## src/rtl/clk_gen_pkg.sv

```systemverilog
// clk_gen_pkg: shared state encodings and default widths for clk_gen_ctrl
package clk_gen_pkg;
  localparam int DEF_CNT_W = 8;
  typedef enum logic [1:0] {STOP = 2'd0, HIGH = 2'd1, LOW = 2'd2} state_t;
endpackage

```

## src/rtl/clk_gen_ctrl.sv

```systemverilog
// clk_gen_ctrl: glitch-free programmable divided clock with tick strobe and handshaked ratio updates
module clk_gen_ctrl
  import clk_gen_pkg::*;
#(
  parameter int CNT_W = DEF_CNT_W,
  parameter int DEF_HALF = 2
) (
  input  logic             clk,
  input  logic             rst,
  input  logic             run,
  input  logic             cfg_valid,
  input  logic [CNT_W-1:0] cfg_half,
  output logic             cfg_ready,
  output logic             cfg_err,
  output logic             div_clk,
  output logic             tick,
  output logic             busy
);
  state_t state, state_nx;
  logic [CNT_W-1:0] cnt, cnt_nx, act_half, pend_half;
  logic pend_vld, end_ph, xfer, cfg_ok, to_stop, rise, direct, apply;
  assign cfg_ready = !pend_vld;
  assign busy = state != STOP;
  assign end_ph = cnt == act_half - CNT_W'(1);
  always_ff @(posedge clk)
    if (rst) state <= STOP;
    else state <= state_nx;
  always_comb
    state_nx = (state == STOP) ? (run ? HIGH : STOP)
             : (state == HIGH) ? (end_ph ? (run ? LOW : STOP) : HIGH)
             : (!run ? STOP : end_ph ? HIGH : LOW);
  // a config arriving on the edge that enters STOP has no later boundary to wait for, so it lands directly
  always_comb begin
    xfer = cfg_valid && cfg_ready;
    cfg_ok = xfer && cfg_half != '0;
    to_stop = state != STOP && state_nx == STOP;
    rise = state == LOW && state_nx == HIGH;
    direct = cfg_ok && (state == STOP || to_stop);
    apply = pend_vld && (to_stop || rise);
    cnt_nx = (state_nx == state && state != STOP) ? cnt + CNT_W'(1) : '0;
  end
  always_ff @(posedge clk)
    if (rst) begin
      cnt <= '0;
      act_half <= CNT_W'(DEF_HALF);
      pend_half <= CNT_W'(DEF_HALF);
      pend_vld <= 1'b0;
      div_clk <= 1'b0;
      tick <= 1'b0;
      cfg_err <= 1'b0;
    end else begin
      cnt <= cnt_nx;
      act_half <= direct ? cfg_half : apply ? pend_half : act_half;
      pend_half <= (cfg_ok && !direct) ? cfg_half : pend_half;
      pend_vld <= (cfg_ok && !direct) || (pend_vld && !apply);
      div_clk <= state_nx == HIGH;
      tick <= state_nx == HIGH && state != HIGH;
      cfg_err <= xfer && cfg_half == '0;
    end
endmodule

```

## config.mk

```make
export PLATFORM = sky130hd
export DESIGN_NAME = clk_gen_ctrl
export DESIGN_NICKNAME = d
export VERILOG_FILES = /design/src/rtl/clk_gen_pkg.sv /design/src/rtl/clk_gen_ctrl.sv
export SDC_FILE = /design/constraint.sdc
export NUM_CORES = 1
export LEC_CHECK = 0
export ABC_AREA = 1
export CELL_PAD_IN_SITES_DETAIL_PLACEMENT = 1
export CELL_PAD_IN_SITES_GLOBAL_PLACEMENT = 2
export CORE_AREA = 4 4 93 73
export DETAILED_ROUTE_END_ITERATION = 7
export DIE_AREA = 0 0 97 77
export GPL_ROUTABILITY_DRIVEN = 0
export GPL_TIMING_DRIVEN = 0
export HOLD_SLACK_MARGIN = 0.03
export PLACE_DENSITY = 0.74
export SKIP_CTS_REPAIR_TIMING = 1
export SYNTH_ARGS = -nofsm -noshare
export SYNTH_HDL_FRONTEND = slang
export SYNTH_SLANG_ARGS = --single-unit
export TNS_END_PERCENT = 50
```

## constraint.sdc

```tcl
create_clock -name clk -period 2.9 [get_ports clk]
set_input_delay 0.87 -clock clk [delete_from_list [all_inputs] [get_ports clk]]
set_output_delay 0.87 -clock clk [all_outputs]
set_load 0.03 [all_outputs]
```

==> After elaboration in Yosys (flattened, before gate mapping) <==
Index checks and enable logic that the tools add are counted.
{ "totals": {"inputBits": 12, "output_inout_bits": 5, "reg_bits": 30} }
{ "classes": {"muxes": 9, "eq_ne": 6, "bitwise": 1, "n_addsub": 2, "n_reduce_logical": 24} }
{ "ops": {"columns": ["operator", "count"], "rows": [
  ["2-to-1 mux 8 bit", 2],
  ["2-to-1 mux 2 bit", 6],
  ["logical AND 1 bit", 11],
  ["adder 8 x 1 -> 8 bit, second input constant", 1],
  ["equality test 8 bit", 1],
  ["zero test 8 bit", 1],
  ["nonzero test 8 bit", 1],
  ["subtractor 8 x 1 -> 8 bit, second input constant", 1],
  ["equality test 2 x 1 -> 1 bit, second input constant", 2],
  ["zero test 2 bit", 2],
  ["nonzero test 2 bit", 2],
  ["zero test 1 bit", 3],
  ["logical OR 1 bit", 3],
  ["equality test 2 bit", 1],
  ["equality test 2 bit, second input constant", 1],
  ["inequality test 2 x 1 -> 1 bit, second input constant", 1],
  ["OR reduction 2 bit", 1],
  ["2-to-1 mux 1 bit", 1],
  ["inverter 1 bit", 1]
]} }

==> Logic depth before layout (Yosys ltp) <==
{ "depth": {"word_depth": 13, "mapped_depth": 21} }

==> Worst setup path after synthesis <==
OpenSTA, ideal clock, no wires.
{ "synth_timing": {"path_kind": "reg2reg", "from": "reg act_half[0]", "to": "reg act_half[6]", "stages_incl_launch_ff": 21, "arrival_ps": 2091, "path_slack_ps": 697, "setup_ps": 112, "path_cell_list": "dfxtp_1 > inv_1 > ha_1 > inv_1 > nand2_1 > nand2_1 > nor2_1 > nand2_1 > nor2_1 > nand2_1 > nor2_2 > nand3_1 > nand3_2 > nand2_2 > nand2_4 > nand2_4 > buf_8 > nand2_1 > nand2_1 > nor2_1 > nor2_1"} }
{ "synth_between": {"elab_chain_cells": 11, "word_cells_on_any_way": 17} }
{ "synth_lines": {"columns": ["element", "line", "source"], "rows": [
  ["start, declared", "clk_gen_ctrl.sv:20", "logic [CNT_W-1:0] cnt, cnt_nx, act_half, pend_half;"],
  ["start signal, assigned", "clk_gen_ctrl.sv:45", "act_half <= CNT_W'(DEF_HALF);"],
  ["start signal, assigned", "clk_gen_ctrl.sv:53", "act_half <= direct ? cfg_half : apply ? pend_half : act_half;"],
  ["subtractor 8 x 1 -> 8 bit *", "clk_gen_ctrl.sv:24", "assign end_ph = cnt == act_half - CNT_W'(1);"],
  ["equality test 8 bit *", "clk_gen_ctrl.sv:24", null],
  ["2-to-1 mux 2 bit (2 in series)", "clk_gen_ctrl.sv:31", ": (!run ? STOP : end_ph ? HIGH : LOW);"],
  ["2-to-1 mux 2 bit *", "clk_gen_ctrl.sv:30", ": (state == HIGH) ? (end_ph ? (run ? LOW : STOP) : HIGH)"],
  ["2-to-1 mux 2 bit *", "clk_gen_ctrl.sv:29", "state_nx = (state == STOP) ? (run ? HIGH : STOP)"],
  ["equality test 2 x 1 -> 1 bit / zero test 2 bit (equally long branches)", "clk_gen_ctrl.sv:37, clk_gen_ctrl.sv:36", null],
  ["logical AND 1 bit, on equally long branches", "clk_gen_ctrl.sv:37, clk_gen_ctrl.sv:36", null],
  ["logical OR 1 bit, on equally long branches", "clk_gen_ctrl.sv:39, clk_gen_ctrl.sv:38", null],
  ["logical AND 1 bit, on equally long branches", "clk_gen_ctrl.sv:39, clk_gen_ctrl.sv:38", null],
  ["nonzero test 2 bit (no line) / 2-to-1 mux 8 bit (equally long branches)", null, null]
]} }
Every way passes the cells marked *; elsewhere a longest branch is shown, timed or not.
A chain may end at the register's enable or synchronous reset.

==> Worst setup path after layout <==
{ "layout_timing": {"from": "reg act_half[0]", "to": "reg pend_half[6]"} }
{ "layout_between": {"elab_chain_cells": 12, "word_cells_on_any_way": 13} }
{ "layout_lines": {"columns": ["element", "line", "source"], "rows": [
  ["subtractor 8 x 1 -> 8 bit *", "clk_gen_ctrl.sv:24", null],
  ["equality test 8 bit *", "clk_gen_ctrl.sv:24", null],
  ["2-to-1 mux 2 bit (2 in series)", "clk_gen_ctrl.sv:31", null],
  ["2-to-1 mux 2 bit *", "clk_gen_ctrl.sv:30", null],
  ["2-to-1 mux 2 bit *", "clk_gen_ctrl.sv:29", null],
  ["zero test 2 bit *", "clk_gen_ctrl.sv:36", "to_stop = state != STOP && state_nx == STOP;"],
  ["logical AND 1 bit *", "clk_gen_ctrl.sv:36", null],
  ["logical OR 1 bit *", "clk_gen_ctrl.sv:38", "direct = cfg_ok && (state == STOP || to_stop);"],
  ["logical AND 1 bit *", "clk_gen_ctrl.sv:38", null],
  ["zero test 1 bit *", "clk_gen_ctrl.sv:54", "pend_half <= (cfg_ok && !direct) ? cfg_half : pend_half;"],
  ["logical AND 1 bit *", "clk_gen_ctrl.sv:54", null],
  ["end signal, assigned", "clk_gen_ctrl.sv:46", "pend_half <= CNT_W'(DEF_HALF);"],
  ["end signal, assigned", "clk_gen_ctrl.sv:54", null],
  ["end, declared", "clk_gen_ctrl.sv:20", null]
]} }
Marked as above.

==> results <==
- The flow ran to the end, and the final reports show no timing, DRC or antenna violations.
- Of the cells placed in the final design, the portion with a size suffix greater than 1 is around 10%.
- After global routing the overflow that remains totals 0.
- Global routing used 13.2% of the available tracks across all layers.
- The total count of hold-check failures in the final report is 0.
- The worst hold margin is roughly 0.47 ns.
- Across the whole layout, storage elements account for 601 um^2.
- The wire length per cell after detailed routing is 12.5 um.
- In this run the tightest slew margin relative to its limit is roughly two thirds.
- The area growth from synthesis to final layout is 23.5%.
- After clock tree synthesis, the clock-pin slew on the worst setup and hold paths is 0.07 ns.
- Using the TritonRoute via totals, the vias-per-cell ratio works out to 4.45.
- The count of pins over their slew limit came to 0.
- The power dissipated by switching net loads is 0.359 mW.
- The reg-to-reg startpoint is act_half[0].
- The total of max-cap violations is 0.
- The number of antenna violations at the first check in global routing is 0.
- For the pin with the worst max-slew slack, the measured transition is 0.517 ns.
- Wires add up to 4.70 mm.
- The total of fill cells in the finished design is 754.
- CTS built an H-tree with a depth of 2.
- When the netlist entered floorplanning its net count stood at 287.
- Once the floorplan was initialized, standard cells occupied 29.4% of the core.
- Along the worst path, the maximum fanout reaches 10.
- In the layout the commonest cells are sky130_fd_sc_hd__nand2_1, sky130_fd_sc_hd__nor2_1, sky130_fd_sc_hd__nand3_1.
- For this run, the top clock speed supported by timing is 384 MHz.
- The leakage power of the design is about 0.94 nW.
- The number of buffers on the longest clock path is 2.
- The average instance in the mapped netlist occupies around 6.3 um^2.
- The part of the power in the clock network is 32.5%.
- Setup violations remaining at the end of the flow were counted as 0.
- The switching share of power is 32.9%.
- The number of DRC violations after detailed-routing iteration 0 is just under 50.
- The cell with the most instances on the worst path is sky130_fd_sc_hd__nand2_1.
- The total placed instance area is 0.00196 mm^2.
- The power per unit of standard cell area is 517 mW/mm^2.
- The number of nets still failing antenna checks after routing is 0.
- After synthesis the netlist holds a flip-flop and latch count of 30.
- For this run, the leading register cell type out of synthesis is sky130_fd_sc_hd__dfxtp_1.
- The instance count of the mapped netlist is 273.
- Walking the worst path, the cells encountered are inv_1, ha_2, nand2_1, nand2_1, nor2_2, nand2_1, nor2_2, nand2_1, nor2_2, nand2_1, nand2_2, nand3_2, nand2_4, nand3_2, inv_4, nand2_1, a21oi_1.
- After synthesis the cells add up to 0.00171 mm^2.
- Summed over all nets, the half-perimeter wirelength after detailed placement is about 3.7 mm.
- The core area is 0.00580 mm^2.
- In the final timing run, aggregate negative setup slack is 0 ns.
- The final critical path time including I/O delays and setup is 2.61 ns.
- The critical path capture point type is a flop.
- The startpoint of the lowest-slack hold path is pend_half[7].
- The final core area utilization is 36.4%.
- The number of I/O port buffers is 16.
- TritonCTS built the clock tree.
- The post-layout instance area is 0.00211 mm^2.
- In the routed design, unresolved DRC markers number 0.
- The first-pass detailed-route iteration total is 5.
- The sort of element at the start of the critical path is a flop.
- The data arrival time at the worst-slack endpoint is 2.82 ns.
- The I/O pin total is 17.
- Setup repair after global routing could not meet its margin everywhere.
- TritonCTS created 5 clock buffers.
- The biggest cell delay along the critical path is roughly 0.32 ns.
- The required arrival time at the worst endpoint is between 3 and 4 ns.
- Before CTS, the worst setup slack after placement is -0.243 ns.
- The share of the yosys chip area belonging to registers is 35.2%.
- The largest net degree at the start of global routing is 11.
- 0 antenna diodes ended up in the layout.
- The number of sinks on the clock net is 30.
- The most common cell after layout, fill and taps aside is sky130_fd_sc_hd__nand2_1.
- The library cell used as clock root buffer is sky130_fd_sc_hd__clkbuf_8.
- The clock network latency to the later pin of the worst-skew pair is 0.28 ns.
- The non-filler instance count after layout is 377.
- The class of the most critical hold timing path is reg2reg.
- The post-route worst setup slack is roughly 0.3 ns.
- On the critical path, the stage with the largest delay is an instance of sky130_fd_sc_hd__ha_2.
- In the final design database the tool counted 312 nets.
- The peak ir drop on the vdd network is 0.000242 V.
- The number of warning messages in the yosys log is 0.
- The worst setup path is of the reg2reg kind.
- In this run the vertical extent of the chip is around 77 um.
- Row generation in the floorplan step produced 24 rows.
- The number of cells after detailed placement is 367.
- The die covers 0.00747 mm^2.
- The number of global-route vias before repair came to 1654.
- In this run, distinct cell masters in the synthesized netlist total 25.
- Measured along the x axis, the die boundary spans 97 um.
- The combined area of the multi-input logic cells is between 0.001 and 0.0015 mm^2.
- The async set or reset register ratio after synthesis is 0%.
- The number of enable flip-flop cells after synthesis is 0.
- Combinational logic is responsible for about a quarter of the overall power.
- The routed via count is 1676.
- The internal power consumption is approximately 0.73 mW.
- The first-pass GRT wire length is 8.05 mm.
- Total power for the finished layout comes to around 1.1 mW.
- The worst-case clock skew is 0.00659 ns.
- The critical path starts at act_half[0].
- The period utilization is 89.8%.
- The share of power burned in registers is around two fifths.
==> power by group through the flow <==
stage / registers, mW / clock network [mW] / logic [mW]
final: 0.457 / 0.354 / 0.278
after global placement: 0.466 / 0 / 0.264
after detailed placement: 0.467 / 0 / 0.267
after CTS: 0.457 / 0.375 / 0.269
after global routing: 0.462 / 0.391 / 0.320
after floorplan: 0.466 / 0 / 0.185
==> cell usage after synthesis, types with 2 or more instances <==
| library cell | count | area, um^2 |
|---|---|---|
| sky130_fd_sc_hd__a21oi_1 | 9 | 45.0 |
| sky130_fd_sc_hd__clkinv_1 | 2 | 7.51 |
| sky130_fd_sc_hd__dfxtp_1 | 30 | 601 |
| sky130_fd_sc_hd__ha_1 | 2 | 25.0 |
| sky130_fd_sc_hd__inv_1 | 28 | 105 |
| sky130_fd_sc_hd__inv_2 | 2 | 7.51 |
| sky130_fd_sc_hd__nand2_1 | 91 | 342 |
| sky130_fd_sc_hd__nand2_2 | 4 | 25.0 |
| sky130_fd_sc_hd__nand2_4 | 2 | 22.5 |
| sky130_fd_sc_hd__nand3_1 | 33 | 165 |
| sky130_fd_sc_hd__nand3_2 | 3 | 30.0 |
| sky130_fd_sc_hd__nand4_1 | 3 | 18.8 |
| sky130_fd_sc_hd__nor2_1 | 43 | 161 |
| sky130_fd_sc_hd__nor2_2 | 3 | 18.8 |
| sky130_fd_sc_hd__nor3_1 | 3 | 15.0 |
| sky130_fd_sc_hd__nor4_1 | 2 | 12.5 |
| sky130_fd_sc_hd__o21ai_0 | 2 | 10.0 |
| sky130_fd_sc_hd__xnor2_1 | 3 | 26.3 |
| sky130_fd_sc_hd__xor2_1 | 2 | 17.5 |
==> metal layers <==
| layer | global-route usage (%) | routed length (um) |
|---|---|---|
| met1 | 19.5 | 2620 |
| met2 | 18.6 | 1880 |
| met3 | 3.35 | 170 |
| met4 | 4.21 | 22 |
| met5 | 0 | 0 |
==> logic make-up after synthesis <==
logic type / count (synthesis) / share of synthesized area [%]
and+or+nand+nor: 190 / 48.9
xor gates and xnor gates: 5 / 2.57
adders and majority gates: 2 / 1.47
AOI/OAI and AO/OA: 12 / 3.74
DFF: 30 / 35.2
buffers and inverters: 34 / 8.14
==> state kept, by name, indices dropped and copies added (netlist names) <==
name,count
tick,1
pend_half,8
state,2
act_half,8
cfg_err,1
div_clk,1
cnt,8
pend_vld,1
==> critical path: cells and delay by family (launching register included) <==
kind,cells,cell delay (ns)
AOI/OAI and AO/OA,1,0.12
adders and majority gates,1,0.32
buffers and inverters,2,0.37
DFF,1,0.31
and+or+nand+nor,13,1.42
==> area by class of cell <==
cell class	count	area share, %
Buffer	2	0.891
Clock buffer	7	4.10
Clock inverter	1	0.238
Inverter	32	5.82
Multi-Input combinational cell	209	47.5
Sequential cell	30	28.5
Tap cell	78	4.63
Timing Repair Buffer	18	8.31
==> path summary, 6_finish.rpt <==
check                       to  slack (ns)  depth (start not counted)
setup / recovery  pend_half[6]        0.29                         17
hold / removal    pend_half[7]        0.47                          2
setup reg to reg  pend_half[6]        0.29                         17
hold reg to reg   pend_half[7]        0.47                          2
Note: power is estimated with default switching activity, not from simulation.
